$ cat config.mk
export PLATFORM = sky130hd
export DESIGN_NAME = spi_target_flat
export DESIGN_NICKNAME = d
export VERILOG_FILES = /design/src/rtl/spi_target_if.sv /design/src/rtl/spi_target.sv /design/src/flat_wrapper.sv
export SDC_FILE = /design/constraint.sdc
export NUM_CORES = 1
export LEC_CHECK = 0
export ABC_AREA = 1
export CAP_MARGIN = 20
export CORE_UTILIZATION = 30
export CTS_CLUSTER_SIZE = 10
export DETAILED_ROUTE_END_ITERATION = 7
export PLACE_DENSITY_LB_ADDON = 0.3
export RECOVER_POWER = 50
export SLEW_MARGIN = 25
export SYNTH_ARGS = -nofsm -noshare
export SYNTH_HDL_FRONTEND = slang
export SYNTH_SLANG_ARGS = --single-unit
export TNS_END_PERCENT = 10
$ cat constraint.sdc
create_clock -name clk -period 4.2 [get_ports clk]
set_input_delay 0.63 -clock clk [delete_from_list [all_inputs] [get_ports clk]]
set_output_delay 0.63 -clock clk [all_outputs]
set_load 0.05 [all_outputs]
$ cat src/rtl/spi_target_if.sv
// rtl/spi_target_if.sv - SPI pin and local register port bundle for spi_target
interface spi_target_if #(
    parameter int ADDR_W = 7
);
    logic              spi_cs_n;
    logic              spi_sck;
    logic              spi_mosi;
    logic              spi_miso;
    logic              spi_miso_oe;
    logic [ADDR_W-1:0] reg_addr;
    logic [7:0]        reg_wdata;
    logic              reg_we;
    logic              reg_re;
    logic [7:0]        reg_rdata;
    logic              busy;

    // Environment side: SPI master pins plus the register file answering reads
    modport master (
        output spi_cs_n, spi_sck, spi_mosi, reg_rdata,
        input  spi_miso, spi_miso_oe, reg_addr, reg_wdata, reg_we, reg_re, busy
    );

    // Target side: the spi_target block itself
    modport slave (
        input  spi_cs_n, spi_sck, spi_mosi, reg_rdata,
        output spi_miso, spi_miso_oe, reg_addr, reg_wdata, reg_we, reg_re, busy
    );
endinterface

$ cat src/rtl/spi_target.sv
// rtl/spi_target.sv - SPI mode-0 target bridging to a local register port (option: SPI_TARGET_STATUS_EN)
module spi_target #(
    parameter int ADDR_W  = 7,
    parameter int SYNC_FF = 2
) (
    input  logic        clk,
    input  logic        rst_n,
    spi_target_if.slave bus
);

    typedef enum logic [1:0] {
        ST_IDLE = 2'd0,
        ST_CMD  = 2'd1,
        ST_WR   = 2'd2,
        ST_RD   = 2'd3
    } state_t;

    logic [SYNC_FF-1:0] cs_sync_q;
    logic [SYNC_FF-1:0] sck_sync_q;
    logic [SYNC_FF-1:0] mosi_sync_q;

    state_t            state_q;
    logic              cs_prev_q;
    logic              sck_prev_q;
    logic [2:0]        bit_cnt_q;
    logic [7:0]        rx_sr_q;
    logic [7:0]        tx_sr_q;
    logic [7:0]        rd_buf_q;
    logic [ADDR_W-1:0] reg_addr_q;
    logic [7:0]        reg_wdata_q;
    logic              reg_we_q;
    logic              reg_re_q;
    logic              re_pend_q;
    logic              busy_q;
`ifdef SPI_TARGET_STATUS_EN
    logic [3:0]        xact_cnt_q;
    logic              got_byte_q;
`endif

    logic       cs_s;
    logic       sck_s;
    logic       mosi_s;
    logic       active;
    logic       cs_fall;
    logic       cs_rise;
    logic       sck_rise;
    logic       sck_fall;
    logic       byte_done;
    logic [7:0] rx_next;
    logic [7:0] status_byte;

    assign cs_s   = cs_sync_q[SYNC_FF-1];
    assign sck_s  = sck_sync_q[SYNC_FF-1];
    assign mosi_s = mosi_sync_q[SYNC_FF-1];

    // A rise of CS is still "active" for one cycle so a byte completing with it gets processed
    assign active    = (state_q != ST_IDLE);
    assign cs_fall   = cs_prev_q & ~cs_s;
    assign cs_rise   = ~cs_prev_q & cs_s;
    assign sck_rise  = active & ~sck_prev_q & sck_s;
    assign sck_fall  = active & ~cs_s & sck_prev_q & ~sck_s;
    assign rx_next   = {rx_sr_q[6:0], mosi_s};
    assign byte_done = sck_rise & (bit_cnt_q == 3'd7);

`ifdef SPI_TARGET_STATUS_EN
    assign status_byte = {4'hA, xact_cnt_q};
`else
    assign status_byte = 8'h00;
`endif

    // Pin synchronisers; CS resets low so a CS held low across reset is not seen as a fresh fall
    always_ff @(posedge clk or negedge rst_n) begin
        if (!rst_n) begin
            cs_sync_q   <= '0;
            sck_sync_q  <= '0;
            mosi_sync_q <= '0;
        end else begin
            cs_sync_q   <= {cs_sync_q[SYNC_FF-2:0], bus.spi_cs_n};
            sck_sync_q  <= {sck_sync_q[SYNC_FF-2:0], bus.spi_sck};
            mosi_sync_q <= {mosi_sync_q[SYNC_FF-2:0], bus.spi_mosi};
        end
    end

    // Transaction FSM with shift registers, register-port strobes and address stepping
    always_ff @(posedge clk or negedge rst_n) begin
        if (!rst_n) begin
            state_q     <= ST_IDLE;
            cs_prev_q   <= 1'b0;
            sck_prev_q  <= 1'b0;
            bit_cnt_q   <= 3'd0;
            rx_sr_q     <= 8'h00;
            tx_sr_q     <= 8'h00;
            rd_buf_q    <= 8'h00;
            reg_addr_q  <= '0;
            reg_wdata_q <= 8'h00;
            reg_we_q    <= 1'b0;
            reg_re_q    <= 1'b0;
            re_pend_q   <= 1'b0;
            busy_q      <= 1'b0;
`ifdef SPI_TARGET_STATUS_EN
            xact_cnt_q  <= 4'd0;
            got_byte_q  <= 1'b0;
`endif
        end else begin
            cs_prev_q  <= cs_s;
            sck_prev_q <= sck_s;
            reg_we_q   <= 1'b0;
            reg_re_q   <= 1'b0;
            re_pend_q  <= 1'b0;

            // Strobe aftermath fires regardless of CS so scheduled accesses always complete
            if (reg_we_q || reg_re_q) begin
                reg_addr_q <= reg_addr_q + ADDR_W'(1);
            end
            if (reg_re_q) begin
                rd_buf_q <= bus.reg_rdata;
            end
            if (re_pend_q) begin
                reg_re_q <= 1'b1;
            end

            if (sck_rise) begin
                rx_sr_q   <= rx_next;
                bit_cnt_q <= bit_cnt_q + 3'd1;
            end

            if (byte_done) begin
`ifdef SPI_TARGET_STATUS_EN
                got_byte_q <= 1'b1;
`endif
                case (state_q)
                    ST_CMD: begin
                        reg_addr_q <= rx_next[ADDR_W-1:0];
                        if (rx_next[7]) begin
                            state_q   <= ST_RD;
                            re_pend_q <= 1'b1;
                        end else begin
                            state_q   <= ST_WR;
                        end
                    end
                    ST_WR: begin
                        reg_we_q    <= 1'b1;
                        reg_wdata_q <= rx_next;
                    end
                    ST_RD: begin
                        reg_re_q <= 1'b1;
                    end
                    default: ;
                endcase
            end

            // MISO changes on falling SCK so it is stable for the master's rising-edge sample
            if (sck_fall) begin
                if (bit_cnt_q == 3'd0) begin
                    tx_sr_q <= (state_q == ST_RD) ? rd_buf_q : 8'h00;
                end else begin
                    tx_sr_q <= {tx_sr_q[6:0], 1'b0};
                end
            end

            if (cs_fall && (state_q == ST_IDLE)) begin
                state_q   <= ST_CMD;
                busy_q    <= 1'b1;
                bit_cnt_q <= 3'd0;
                rx_sr_q   <= 8'h00;
                tx_sr_q   <= status_byte;
`ifdef SPI_TARGET_STATUS_EN
                got_byte_q <= 1'b0;
`endif
            end

            // CS rise drops any partial byte and parks the pins
            if (cs_rise) begin
                state_q   <= ST_IDLE;
                busy_q    <= 1'b0;
                bit_cnt_q <= 3'd0;
                rx_sr_q   <= 8'h00;
                tx_sr_q   <= 8'h00;
`ifdef SPI_TARGET_STATUS_EN
                if (got_byte_q || byte_done) begin
                    xact_cnt_q <= xact_cnt_q + 4'd1;
                end
                got_byte_q <= 1'b0;
`endif
            end
        end
    end

    assign bus.spi_miso    = tx_sr_q[7];
    assign bus.spi_miso_oe = busy_q;
    assign bus.busy        = busy_q;
    assign bus.reg_addr    = reg_addr_q;
    assign bus.reg_wdata   = reg_wdata_q;
    assign bus.reg_we      = reg_we_q;
    assign bus.reg_re      = reg_re_q;

endmodule
$ cat src/flat_wrapper.sv
// flat-port wrapper written by rule: the top's interface ports become plain ports
module spi_target_flat 
#(
    parameter int ADDR_W  = 7,
    parameter int SYNC_FF = 2
)
  (clk, rst_n, bus_spi_cs_n, bus_spi_sck, bus_spi_mosi, bus_reg_rdata, bus_spi_miso, bus_spi_miso_oe, bus_reg_addr, bus_reg_wdata, bus_reg_we, bus_reg_re, bus_busy);
  spi_target_if #(.ADDR_W(ADDR_W)) bus_i ();
  input  logic clk;
  input  logic rst_n;
  input wire logic [$bits(bus_i.spi_cs_n)-1:0] bus_spi_cs_n;
  input wire logic [$bits(bus_i.spi_sck)-1:0] bus_spi_sck;
  input wire logic [$bits(bus_i.spi_mosi)-1:0] bus_spi_mosi;
  input wire logic [$bits(bus_i.reg_rdata)-1:0] bus_reg_rdata;
  output wire logic [$bits(bus_i.spi_miso)-1:0] bus_spi_miso;
  output wire logic [$bits(bus_i.spi_miso_oe)-1:0] bus_spi_miso_oe;
  output wire logic [$bits(bus_i.reg_addr)-1:0] bus_reg_addr;
  output wire logic [$bits(bus_i.reg_wdata)-1:0] bus_reg_wdata;
  output wire logic [$bits(bus_i.reg_we)-1:0] bus_reg_we;
  output wire logic [$bits(bus_i.reg_re)-1:0] bus_reg_re;
  output wire logic [$bits(bus_i.busy)-1:0] bus_busy;
  assign bus_i.spi_cs_n = bus_spi_cs_n;
  assign bus_i.spi_sck = bus_spi_sck;
  assign bus_i.spi_mosi = bus_spi_mosi;
  assign bus_i.reg_rdata = bus_reg_rdata;
  assign bus_spi_miso = bus_i.spi_miso;
  assign bus_spi_miso_oe = bus_i.spi_miso_oe;
  assign bus_reg_addr = bus_i.reg_addr;
  assign bus_reg_wdata = bus_i.reg_wdata;
  assign bus_reg_we = bus_i.reg_we;
  assign bus_reg_re = bus_i.reg_re;
  assign bus_busy = bus_i.busy;
  spi_target #(.ADDR_W(ADDR_W), .SYNC_FF(SYNC_FF)) u_core (.clk(clk), .rst_n(rst_n), .bus(bus_i));
endmodule
==> reports/results.md, run 1 <==
- 3570 ps — CP required
- 0 ps — Setup TNS Final
- 0.822 mW — internal cell power
- 55 — Clock Sinks
- 32 — number of input and output port buffers inserted
- 275 — number of nets in the synthesized netlist
- 0 — hold path depth
- 7.19% — share of final-layout standard cells stronger than drive strength 1
- 258 — synthesized instance count
- 420 MHz — f_max
- 0 — final hold vios
- 2.12% — adder and majority gate portion of the synthesized area
- 90.7 µm — die boundary height
- simple AND/OR/NAND/NOR gates — main combinational cell family by area after synthesis
- 23.7% — synthesized-area fraction occupied by and/or/nand/nor cells
- register — startpoint class of the critical path
- 383 — cell count after placement
- 100% — Synth async-reset ratio
- finished clean — outcome
- 1180 ps — transition time at the pin with the least slew margin
- 55 — synthesized flop and latch total
- 1686 — vias
- 23.6% — switching power as a share of total power
- nand2_1 (85), dfrtp_1 (55), inv_1 (29) — leading post-synthesis cells by instance count
- 56.7% — share of the cycle needed by the critical path after routing
- 11.2 µm — detail-routed net length per standard cell
- 0 — number of gates resized after CTS
- 7.33 mm — wire length of the first global-routing pass
- 25 — count of different cell masters after synthesis
- dfrtp_1 (58%), nand2_1 (14%), inv_1 (4.6%) — top cells by area, synth
- 1.38 nW — leakage power summed over all cells
- 0% — mux share of post-synthesis cell area
- 0.00745 mm² — core area
- dfrtp_1 — most instantiated flip-flop cell in the synthesis netlist
- 5 — number of buffers inserted during clock tree synthesis
- 2120 ps — Post-Place Setup Slack
- nand2_1 — most used standard cell by instance count after synthesis
- 4.37 mm — final wirelength
- 1820 ps — Worst Setup Slack, final
- 0 — final count of pins violating max slew
- 0 — grt ovf
- 0 — total setup violations reported at the end of the flow
- 0.00823 mm² — overall die area
- 58.3% — share of synthesized area occupied by flip-flops and latches
- clkdlybuf4s50_1 — cell at the slowest stage of the critical path
- 375 mW/mm² — power per cell area
- 0 — total number of yosys warnings
- 4.31 — Via density
- 3.12 mm — Post-DP HPWL
- clkdlybuf4s50_1 — cell chain of the critical path
- 0 — count of inserted antenna diode cells
- 31.7% — starting density of the core
- 9.8% — relative contribution of combinational cells to total power
- 0.162 mV — largest voltage drop on the vdd net
- 0 — Detail Route Antenna Nets
- 0.371% — xor/xnor share of the synthesized area
- 52.5% — part of the power in registers
- 0.255 mW — net load switching power
- 36 — largest net degree at the start of global routing
- 0 — CTS Hold Buffers Added
- 58.3% — share of Yosys cell area claimed by the top area cell type
- 2380 ps — min cycle time layout
- 391 — Non-Filler Instances
- 6.72 ps — worst-case clock skew
- 21.6% — Slew Limit Headroom
- 37.8% — Clk network pwr share
- 9.16 µm² — Avg Synthesized Cell Area
- 772 — total of fill cells in the finished design
- 0.745 — RD Place Congestion
- 310 ps — clock network latency to the later pin of the worst-skew pair
- output port — CP endpoint kind
- 64 — number of DRC violations after detailed-routing iteration 0
- 308 — fin nets
- 31 — total number of placement rows
- false — RSZ-0062 raised after global routing
- 11.4% — all-layer global routing usage
- 1.08 mW — total power of the final layout
- 7.94% — compound-gate portion of the synthesized area
- 2 — maximum clock insertion buffer count
- 11 — maximum fanout count along the critical path
- 7 — R2R cell count
- 90 ps — clock-pin transition on the worst setup and hold timing paths
- built — CTS tree
- 1 — CP Buf/Inv Count
- 1750 ps — Worst Path Arrival
- 0.00236 mm² — Mapped Area
- buffers and inverters — kind of cell adding the most delay to the critical path
- 0 — DRC errors left
- 1501 — via count of the first global-routing pass
- reg2reg — Hold WC Path Type
- dfrtp_1 — Yosys top cell by area
- 2 — number of H-tree levels
- 0 — # Post-CTS Setup Buffers
- reg2out — critical path type
- 0 — initial antenna violation count
- clkbuf_8 — root buffer cell
- 870 ps — delay of the slowest cell on the worst path
- 21.6% — post-synthesis to final-layout area growth
- 90.7 µm — Die X-Extent
- 1 — Critical Path Stages
- 0 — number of max-cap violations
- 33 — I/O pin cnt
- 4 — total iterations of the first detailed-routing run
- 0 — number of enable-type register cells in the synthesized netlist
==> sequential cells by signal, indices dropped and copies added (netlist names) <==
signal                flops
u_core.bus.reg_re         1
u_core.sck_prev_q         1
u_core.rd_buf_q           8
u_core.mosi_sync_q        2
u_core.bus.reg_we         1
u_core.bus.reg_addr       7
u_core.rx_sr_q            7
u_core.cs_sync_q          2
u_core.sck_sync_q         2
u_core.bit_cnt_q          3
u_core.state_q            2
u_core.bus.reg_wdata      8
u_core.re_pend_q          1
u_core.bus.busy           1
u_core.tx_sr_q            8
u_core.cs_prev_q          1
==> layout by cell type (no fill, tap or decap), types with 3 or more instances in the layout <==
cell type,count
nand2_1,85
dfrtp_1,55
inv_1,30
clkdlybuf4s50_1,28
nor2_1,25
nand3_1,14
a211oi_1,9
o21ai_2,8
clkbuf_8,5
o21ai_0,4
ha_1,4
nand4_1,3
a21oi_1,3
dlygate4sd3_1,3
==> through the flow <==
step / cell area, µm² / hold slack [ps] / util (%)
6_report: 2870 / 357 / 38.6
5_1_grt: 2870 / 373 / 38.6
4_1_cts: 2870 / 280 / 38.6
3_5_place_dp: 2740 / 337 / 36.8
3_3_place_gp: 2740 / 340 / 36.8
2_1_floorplan: 2360 / 331 / -
==> power groups by stage <==
stage	clock (mW)	combinational (mW)	sequential (mW)
6_report	0.407	0.105	0.565
5_1_grt	0.437	0.120	0.567
4_1_cts	0.417	0.108	0.565
3_5_place_dp	0	0.108	0.576
3_3_place_gp	0	0.108	0.575
2_1_floorplan	0	0.0628	0.580
==> final timing paths <==
| path | from | end | slack [ps] |
|---|---|---|---|
| max reg2reg | u_core.state_q[1] | u_core.bus.reg_wdata[0] | 2420 |
| min | u_core.sck_sync_q[0] | u_core.sck_sync_q[1] | 360 |
| min in group asynchronous | rst_n | u_core.rd_buf_q[4] | 530 |
| min reg2reg | u_core.sck_sync_q[0] | u_core.sck_sync_q[1] | 360 |
| max | u_core.bus.reg_re | bus_reg_re | 1820 |
| max in group asynchronous | rst_n | u_core.bus.reg_wdata[2] | 2610 |
==> per-layer routing <==
metal | vias up | share of wire, % | track usage, %
met2 | 24 | 45 | 16.1
met3 | 4 | 4.4 | 3.54
li1 | 873 | - | -
met1 | 785 | 49 | 16.2
met4 | 0 | 1.1 | 4.03
met5 | - | 0 | 0
==> cell type report <==
type / count / area, µm² / share of cell area (%)
Clock buffer: 6 / 72.6 / 2.53
Clock inverter: 2 / 60.1 / 2.09
Inverter: 30 / 113 / 3.92
Multi-Input combinational cell: 166 / 806 / 28.0
Sequential cell: 55 / 1380 / 47.9
Tap cell: 99 / 124 / 4.31
Timing Repair Buffer: 33 / 322 / 11.2
==> cells by family after synthesis <==
kind of cell               count (synthesis)
and+or+nand+nor                          135
DFF                                       55
buffers and inverters                     37
AOI/OAI and AO/OA                         26
adders and majority gates                  4
xor gates and xnor gates                   1
(Power assumes the default switching activity.)
==> run 2, diff against run 1 <==
==> constraint.sdc (replaced) <==
create_clock -name clk -period 2 [get_ports clk]
set_input_delay 0.3 -clock clk [delete_from_list [all_inputs] [get_ports clk]]
set_output_delay 0.3 -clock clk [all_outputs]
set_load 0.05 [all_outputs]
==> run 2 against run 1 <==
Compared with the run above: clock skew increased by 2.6 ps; sequential power up 110%; critical path depth unchanged; sequential cell count stayed put; routed wire length up 1.7%; die area unchanged; sequential share of layout area is 0.27 points lower; utilization grew 0.22 points; global-route usage grew 0.44 points; non-clock buffer count is 6 higher; design area increased by 0.57%; register-to-register slack worse by 2000 ps.
==> reports/results.md, run 2 (synthesized netlist as in run 1, its figures left out) <==
- 30.5% — Clk network pwr share, was 37.8%
- 58.0% — part of the power in registers, was 52.5%
- 9.29 ps — worst-case clock skew, was 6.72 ps
- 33 — I/O pin cnt, unchanged
- 0 — DRC errors left, unchanged
- buffers and inverters — kind of cell adding the most delay to the critical path, unchanged
- false — RSZ-0062 raised after global routing, unchanged
- reg2out — critical path type, unchanged
- u_core.bus.reg_addr[3] — crit path launch, was u_core.bus.reg_re
- u_core.bit_cnt_q[0] — launching point of the worst reg2reg path, was u_core.state_q[1]
- 0.00823 mm² — overall die area, unchanged
- 27.3% — switching power as a share of total power, was 23.6%
- 400 ps — Post-Place Setup Slack, was 2120 ps
- 1730 — vias, was 1686
- 0 — number of max-cap violations, unchanged
- 0.274 mV — largest voltage drop on the vdd net, was 0.162 mV
- 85 — number of DRC violations after detailed-routing iteration 0, was 64
- 0 — # Post-CTS Setup Buffers, unchanged
- 2 — number of H-tree levels, unchanged
- 1 — CTS Hold Buffers Added, was 0
- 788 — total of fill cells in the finished design, was 772
- clkdlybuf4s50_1 — cell chain of the critical path, unchanged
- built — CTS tree, unchanged
- output port — CP endpoint kind, unchanged
- 0.723 — RD Place Congestion, was 0.745
- 90.7 µm — die boundary height, unchanged
- 1560 ps — Worst Path Arrival, was 1750 ps
- reg2reg — Hold WC Path Type, unchanged
- 11.8% — all-layer global routing usage, was 11.4%
- 1 — CP Buf/Inv Count, unchanged
- clkbuf_8 — root buffer cell, unchanged
- finished clean — outcome, unchanged
- 0 — grt ovf, unchanged
- 830 ps — delay of the slowest cell on the worst path, was 870 ps
- 31.7% — starting density of the core, unchanged
- 310 ps — clock network latency to the later pin of the worst-skew pair, about the same
- 31 — total number of placement rows, unchanged
- 314 — fin nets, was 308
- 3.18 mm — Post-DP HPWL, was 3.12 mm
- 4.45 mm — final wirelength, was 4.37 mm
- 4 — total iterations of the first detailed-routing run, unchanged
- 100 ps — clock-pin transition on the worst setup and hold timing paths, was 90 ps
- 397 — Non-Filler Instances, was 391
- 0 — final count of pins violating max slew, unchanged
- 1860 ps — min cycle time layout
- 710 mW/mm² — power per cell area, was 375 mW/mm²
- 2 — maximum clock insertion buffer count, unchanged
- 1.49 mW — internal cell power, was 0.822 mW
- 93.1% — share of the cycle needed by the critical path after routing
- 9.40% — share of final-layout standard cells stronger than drive strength 1, was 7.19%
- 357 ps — worst hold slack, about the same
- nand2_1 (85), dfrtp_1 (55), inv_1 (30) — highest-count cells in the layout ignoring fill and taps, unchanged
- 138 ps — Worst Setup Slack, final, was 1820 ps
- 0 — total setup violations reported at the end of the flow, unchanged
- 1686 — via count of the first global-routing pass, was 1501
- 4.36 — Via density, was 4.31
- 388 — cell count after placement, was 383
- 0 — Detail Route Antenna Nets, unchanged
- 5 — maximum fanout count along the critical path, was 11
- 21.1% — Slew Limit Headroom, was 21.6%
- 537 MHz — f_max
- clkdlybuf4s50_1 — cell at the slowest stage of the critical path, unchanged
- 0 — number of gates resized after CTS, unchanged
- 22.3% — post-synthesis to final-layout area growth, was 21.6%
- 36 — largest net degree at the start of global routing, unchanged
- 90.7 µm — Die X-Extent, unchanged
- 0.559 mW — net load switching power, was 0.255 mW
- u_core.sck_sync_q[0] — launch instance of the worst min-delay path, unchanged
- 0 — initial antenna violation count, unchanged
- nand2_1 — most common cell after layout, fill and taps aside, unchanged
- 2.05 mW — total power of the final layout, was 1.08 mW
- 0.00745 mm² — core area, unchanged
- 1700 ps — CP required, was 3570 ps
- 32 — number of input and output port buffers inserted, unchanged
- 11.5% — relative contribution of combinational cells to total power, was 9.8%
- 7.83 mm — wire length of the first global-routing pass, was 7.33 mm
- 0 — final hold vios, unchanged
- register — startpoint class of the critical path, unchanged
- 11.2 µm — detail-routed net length per standard cell, about the same
- 0 ps — Setup TNS Final, unchanged
- 1180 ps — transition time at the pin with the least slew margin, about the same
- 0 — count of inserted antenna diode cells, unchanged
- 55 — Clock Sinks, unchanged
- 5 — number of buffers inserted during clock tree synthesis, unchanged
- 1.39 nW — leakage power summed over all cells, was 1.38 nW
-- run 2: cell count changes in the layout (fill, tap and decap cells not counted), sizes merged --
cell | previous run | this run
buf | 1 | 7
bufinv | 2 | 0
clkbuf | 7 | 6
clkdlybuf4s50 | 28 | 27
clkinv | 0 | 2
dlygate4sd3 | 3 | 4
inv | 30 | 31
-- run 2: layer usage --
metal | up-vias | part of all wire [%] | global-route usage, %
met5 | - | 0 | 0
met4 | 0 | 1.5 | 4.44
met3 | 7 | 3.1 | 2.44
met2 | 30 | 44 | 17.9
met1 | 806 | 51 | 16.5
li1 | 887 | - | -
-- run 2: stage by stage --
step	area, µm²	util, %
2_1_floorplan	2360	-
3_3_place_gp	2790	37.4
3_5_place_dp	2790	37.4
4_1_cts	2890	38.8
5_1_grt	2890	38.8
6_report	2890	38.8
-- run 2: layout make-up --
type / count / area, µm² / share of cell area (%)
sequential: 55 / 1380 / 47.6
multi-input combinational: 166 / 806 / 27.9
timing repair buffer: 39 / 379 / 13.1
tap: 99 / 124 / 4.29
inverter: 30 / 113 / 3.90
clock buffer: 5 / 68.8 / 2.38
clock inverter: 3 / 22.5 / 0.780
-- run 2: path summary, 6_finish.rpt --
path,endpoint,slack [ps],cells after the start
worst min register to register,u_core.sck_sync_q[1],360,0
worst max register to register,u_core.bus.reg_wdata[0],410,7
worst min-delay path,u_core.sck_sync_q[1],360,0
min in group asynchronous,u_core.rd_buf_q[2],740,2
max in group asynchronous,u_core.bus.reg_addr[3],480,3
worst max-delay path,bus_reg_addr[3],140,1
-- run 2: power by group through the flow --
stage / Sequential, mW / Clock [mW] / Combinational [mW]
3_3_place_gp: 1.21 / 0 / 0.235
3_5_place_dp: 1.21 / 0 / 0.239
6_report: 1.19 / 0.625 / 0.236
2_1_floorplan: 1.22 / 0 / 0.132
5_1_grt: 1.20 / 0.685 / 0.264
4_1_cts: 1.19 / 0.648 / 0.241
==> run 3, diff against run 2 <==
--- a/config.mk
+++ b/config.mk
@@ -7,6 +7,8 @@
 export LEC_CHECK = 0
 export ABC_AREA = 1
 export CAP_MARGIN = 20
+export CELL_PAD_IN_SITES_DETAIL_PLACEMENT = 0
+export CELL_PAD_IN_SITES_GLOBAL_PLACEMENT = 1
 export CORE_UTILIZATION = 30
 export CTS_CLUSTER_SIZE = 10
 export DETAILED_ROUTE_END_ITERATION = 7
==> constraint.sdc (replaced) <==
create_clock -name clk -period 2.2 [get_ports clk]
set_input_delay 0.33 -clock clk [delete_from_list [all_inputs] [get_ports clk]]
set_output_delay 0.33 -clock clk [all_outputs]
set_load 0.05 [all_outputs]
==> run 3 against run 2 <==
Compared with the run above: design area grew 0.39%; global-route usage rose by 0.59 points; combinational power is 11% lower; total power down 3.3%; routed wire length grew 4.6%; first-iteration DRC count is 34% lower; register-to-register slack improved by 180 ps; critical path type unchanged.
==> reports/results.md, run 3 (synthesized netlist as in run 1, its figures left out) <==
- register — startpoint class of the critical path, unchanged
- 1693 — vias, was 1730
- 1870 ps — CP required, was 1700 ps
- 1 — CP Buf/Inv Count, unchanged
- 8.78% — share of final-layout standard cells stronger than drive strength 1, was 9.40%
- 90.7 µm — Die X-Extent, unchanged
- 2 — maximum clock insertion buffer count, unchanged
- 8.19 mm — wire length of the first global-routing pass, was 7.83 mm
- output port — CP endpoint kind, unchanged
- 0 ps — Setup TNS Final, unchanged
- finished clean — outcome, unchanged
- 100 ps — clock-pin transition on the worst setup and hold timing paths, about the same
- reg2out — critical path type, unchanged
- 33 — I/O pin cnt, unchanged
- 11.8 µm — detail-routed net length per standard cell, was 11.2 µm
- 590 ps — FF-to-FF setup slack, was 410 ps
- 0 — final count of pins violating max slew, unchanged
- 4 — total iterations of the first detailed-routing run, unchanged
- 0.00290 mm² — total non-filler cell area in the finished layout, was 0.00289 mm²
- 387 — cell count after placement, was 388
- 1880 ps — min cycle time layout
- 0 — number of max-cap violations, unchanged
- 0.00823 mm² — overall die area, unchanged
- 684 mW/mm² — power per cell area, was 710 mW/mm²
- 0.761 — RD Place Congestion, was 0.723
- 0 — CTS Hold Buffers Added, was 1
- 0 — number of gates resized after CTS, unchanged
- 0 — initial antenna violation count, unchanged
- 0 — DRC errors left, unchanged
- 0 — final hold vios, unchanged
- 395 — Non-Filler Instances, was 397
- nand2_1 — most common cell after layout, fill and taps aside, unchanged
- 32 — number of input and output port buffers inserted, unchanged
- 5.96% — Slew Limit Headroom, was 21.1%
- 2 — number of H-tree levels, unchanged
- 3.36 mm — Post-DP HPWL, was 3.18 mm
- 0.303 mV — largest voltage drop on the vdd net, was 0.274 mV
- in2async — Hold WC Path Type, was reg2reg
- built — CTS tree, unchanged
- 0 — grt ovf, unchanged
- 22.8% — post-synthesis to final-layout area growth, was 22.3%
- 0.00278 mm² — dpl cell area, was 0.00279 mm²
- 0.00745 mm² — core area, unchanged
- 830 ps — delay of the slowest cell on the worst path, about the same
- 55 — Clock Sinks, unchanged
- 1.40 nW — leakage power summed over all cells, was 1.39 nW
- 56 — number of DRC violations after detailed-routing iteration 0, was 85
- 1550 ps — Worst Path Arrival, was 1560 ps
- 4.29 — Via density, was 4.36
- 32 — largest net degree at the start of global routing, was 36
- nand2_1 (85), dfrtp_1 (55), inv_1 (30) — highest-count cells in the layout ignoring fill and taps, unchanged
- 0 — # Post-CTS Setup Buffers, unchanged
- 4.65 mm — final wirelength, was 4.45 mm
- 0 — Detail Route Antenna Nets, unchanged
- buffers and inverters — kind of cell adding the most delay to the critical path, unchanged
- false — RSZ-0062 raised after global routing, unchanged
- 769 — total of fill cells in the finished design, was 788
- clkdlybuf4s50_1 — cell chain of the critical path, unchanged
- 300 ps — clock network latency to the later pin of the worst-skew pair, was 310 ps
- 5 — maximum fanout count along the critical path, unchanged
- 0 — total setup violations reported at the end of the flow, unchanged
- clkbuf_8 — root buffer cell, unchanged
- 12.4% — all-layer global routing usage, was 11.8%
- 5 — number of buffers inserted during clock tree synthesis, unchanged
- 1658 — via count of the first global-routing pass, was 1686
- 8.89 ps — worst-case clock skew, was 9.29 ps
- 90.7 µm — die boundary height, unchanged
- 31 — total number of placement rows, unchanged
- 531 MHz — f_max
- 31.7% — starting density of the core, unchanged
- 0 — count of inserted antenna diode cells, unchanged
- 1.98 mW — total power of the final layout, was 2.05 mW
- 312 — fin nets, was 314
- 1410 ps — transition time at the pin with the least slew margin, was 1180 ps
- 85.6% — share of the cycle needed by the critical path after routing
- clkdlybuf4s50_1 — cell at the slowest stage of the critical path, unchanged
==> run 3: cell types whose count changed in the layout (fill, tap and decap cells not counted) <==
cell             delta
buf_4               -2
bufinv_16           +1
clkbuf_8            +1
clkdlybuf4s50_1     +1
clkinv_4            -1
dlygate4sd3_1       -1
inv_6               -1
==> run 3: final timing paths <==
check,start,endpoint,cells past startpoint
worst max-delay path,u_core.bus.reg_addr[3],bus_reg_addr[3],1
worst min-delay path,rst_n,u_core.tx_sr_q[3],1
worst max register to register,u_core.bit_cnt_q[0],u_core.bus.reg_wdata[7],7
worst min register to register,u_core.cs_sync_q[0],u_core.cs_sync_q[1],0
max in group asynchronous,rst_n,u_core.sck_prev_q,1
min in group clk,u_core.cs_sync_q[0],u_core.cs_sync_q[1],0
==> run 3: power breakdown <==
part | internal, mW | switching, mW
Clock | 0.369 | 0.322
Sequential | 1.05 | 0.0295
Combinational | 0.0707 | 0.140
==> run 3: stage by stage <==
stage          hold slack, ps  util [%]  setup slack, ps
2_1_floorplan            34.4         -              571
3_3_place_gp              334      37.4              644
3_5_place_dp              335      37.4              589
4_1_cts                  48.0      39.0              291
5_1_grt                   368      38.9              248
6_report                  336      38.9              316
==> run 3: layer usage <==
metal	vias up	wire [µm]	track usage [%]
li1	882	-	-
met1	779	2300	17.8
met2	28	2110	18.5
met3	4	194	2.95
met4	0	48	3.63
met5	-	0	0
==> run 3: final cells by class <==
cell class | instances | area [µm²] | area share [%]
well taps | 99 | 124 | 4.27
inverters | 30 | 113 | 3.88
clock inverters | 2 | 35.0 | 1.21
flip-flops and latches | 55 | 1380 | 47.5
repair buffers | 37 | 364 | 12.6
clock buffers | 6 | 82.6 | 2.85
multi-input cells | 166 | 806 | 27.8
==> edit, RTL diff (flow settings as in run 1) <==
Build with the macro `SPI_TARGET_STATUS_EN` defined.
--- a/src/rtl/spi_target.sv
+++ b/src/rtl/spi_target.sv
@@ -1,2 +1,4 @@
 // rtl/spi_target.sv - SPI mode-0 target bridging to a local register port (option: SPI_TARGET_STATUS_EN)
+`define SPI_TARGET_STATUS_EN
+
 module spi_target #(
Function: changed (Yosys sat finds a counterexample within 10 cycles, from zero or initial values and one cycle with rst_n low).
==> edit against run 1 <==
- design area is 14% higher
- the flow now finishes with violations (capacitance limit, slew limit)
- worst setup slack worse by 0.076 ns
- largest power group unchanged
- combinational power is 29% lower
- wire length is 19% higher
- utilization is 1.0 points lower
- synthesized area is 14% higher
- power is 5.1% higher
- sequential power is 5.8% higher
- critical path depth stayed put
- sequential cell count is 5 higher
- worst hold slack worse by 0.0080 ns
- largest cell class unchanged
==> edit: results (changes against run 1) <==
SYNTHESIS
--------------------------------------------------------------------------------
Leading post-synthesis cells by instance count                      sky130_fd_sc_hd__nand2_1, sky130_fd_sc_hd__dfrtp_1, sky130_fd_sc_hd__inv_1
Share of synthesized area occupied by flip-flops and latches              0.5566   -0.02604
Syn nets                                                                     307   +12%
Multiplexer share of the synthesized area                                0.02087   +0.02087
Cell types occupying the most area after synthesis                  sky130_fd_sc_hd__dfrtp_1, sky130_fd_sc_hd__nand2_1, sky130_fd_sc_hd__inv_1
Share of the synthesized netlist area taken by xor and xnor gates        0.01948   +0.01577
Area share of fa/ha/maj cells after synthesis                            0.02319   +0.002005
Count of distinct cell types in the synthesized netlist                       31   +24%

WORST SETUP PATH
--------------------------------------------------------------------------------
Reg2Reg Capture Point                                               u_core.bit_cnt_q[1]$_DFFE_PN0P_
Largest driver fanout on the critical path                                    14   +3
Arrival time reported for the critical path endpoint                     1.83 ns   +0.08 ns
Register-to-register setup slack                                         2.39 ns   -0.03 ns

GLOBAL ROUTING
--------------------------------------------------------------------------------
Global-route wire length before repair                                   8983 um   +22%
Met1 track utilization from global routing                                0.1642   +0.001786
Maximum number of pins on one net before global-route repair                  38   +5.6%

ROUTING
--------------------------------------------------------------------------------
DRC marker count from the first detailed-route iteration                      49   -23%
Count of vias placed by the detailed router                                 1930   +14%

JOB
--------------------------------------------------------------------------------
Number of max-capacitance violations reported                                  1   +1

CLOCK NETWORK
--------------------------------------------------------------------------------
H-tree depth                                                                   3   +1
Insertion delay to the later sink of the worst-skew pair                 0.35 ns   +0.04 ns
Number of clock buffers inserted by TritonCTS                                  9   +4
Reg clk slew, reported paths                                             0.07 ns   -0.02 ns

STA
--------------------------------------------------------------------------------
Count of pins over their slew limit                                           38   +38
Final clock skew                                                      0.01305 ns   +0.006331 ns
Worst slew margin relative to its limit                                  -0.3018   -0.5174
Worst hold-check slack                                                 0.3494 ns   -0.008011 ns

POWER AND IR DROP
--------------------------------------------------------------------------------
Total leakage power                                                  0.001608 uW   +17%

MIN PATH
--------------------------------------------------------------------------------
Endpoint of the worst hold path                                     u_core.mosi_sync_q[1]$_DFF_PN0_
Worst hold path startpoint                                          u_core.mosi_sync_q[0]$_DFF_PN0_

RUN STATUS
--------------------------------------------------------------------------------
Violated checks                                                     capacitance limit, slew limit
Run status                                                          finished with violations

PLACEMENT
--------------------------------------------------------------------------------
Routability congestion estimate from global placement                     0.7380   -0.95%
Final HPWL from detailed placement                                       3747 um   +20%

FINISH
--------------------------------------------------------------------------------
Net count reported at finish                                                 344   +12%

==> edit: cell count changes after synthesis, sizes merged, moves of 3 or more <==
| cell | before | now |
|---|---|---|
| inv | 30 | 46 |
| nand2 | 87 | 71 |
| o21ai | 12 | 24 |
| dfrtp | 55 | 60 |
| mux2 | 0 | 5 |
| nor2 | 26 | 21 |
| nand4 | 3 | 6 |
| xor2 | 0 | 3 |
==> edit: per-layer routing <==
layer / vias to the layer above / wire [um]
li1: 992 / -
met1: 905 / 2627
met2: 29 / 2351
met3: 4 / 185
met4: 0 / 46
met5: - / 0
==> edit: layout make-up <==
class / instances / area [sq um]
Tap cell: 108 / 135.1
Timing Repair Buffer: 33 / 321.6
Multi-Input combinational cell: 175 / 962.2
Clock buffer: 10 / 137.6
Clock inverter: 6 / 40.04
Sequential cell: 60 / 1501
Fill cell: 855 / 5446
Inverter: 47 / 176.4
==> edit: report_power, final <==
| group | internal [uW] | total (uW) | switching, uW |
|---|---|---|---|
| Clock | 227 | 459 | 232 |
| Sequential | 590 | 598 | 7.85 |
| Combinational | 24.2 | 74.9 | 50.7 |
| Total | 841 | 1130 | 291 |
==> edit: worst max-delay path by stage <==
| stage | start | endpoint | slack (ns) | depth (start not counted) |
|---|---|---|---|---|
| 2_1_floorplan | u_core.bus.reg_addr[1]$_DFF_PN0_ | u_core.bus.reg_addr[4]$_DFF_PN0_ | 2.66 | 7 |
| 3_3_place_gp | u_core.bus.reg_re$_DFF_PN0_ | bus_reg_re | 2.11 | 1 |
| 3_5_place_dp | u_core.bus.reg_re$_DFF_PN0_ | bus_reg_re | 2.08 | 1 |
| 4_1_cts | u_core.bus.reg_re$_DFF_PN0_ | bus_reg_re | 1.72 | 1 |
| 5_1_grt | u_core.bus.reg_re$_DFF_PN0_ | bus_reg_re | 1.63 | 1 |
| 6_report | u_core.bus.reg_re$_DFF_PN0_ | bus_reg_re | 1.74 | 1 |
==> edit: kinds of logic (layout without fill, tap and decap cells) <==
| group | Yosys count | after routing |
|---|---|---|
| muxes | 5 | 5 |
| and+or+nand+nor | 116 | 116 |
| DFF | 60 | 60 |
| adders and majority gates | 5 | 5 |
| xor gates and xnor gates | 6 | 6 |
| buffers and inverters | 54 | 96 |
| AOI/OAI and AO/OA | 43 | 43 |
==> edit: stage by stage <==
stage	std cells	worst slack, ns
5_1_grt	439	1.634
3_5_place_dp	423	2.083
4_1_cts	439	1.717
3_3_place_gp	423	2.109
2_1_floorplan	289	2.662
6_report	439	1.744
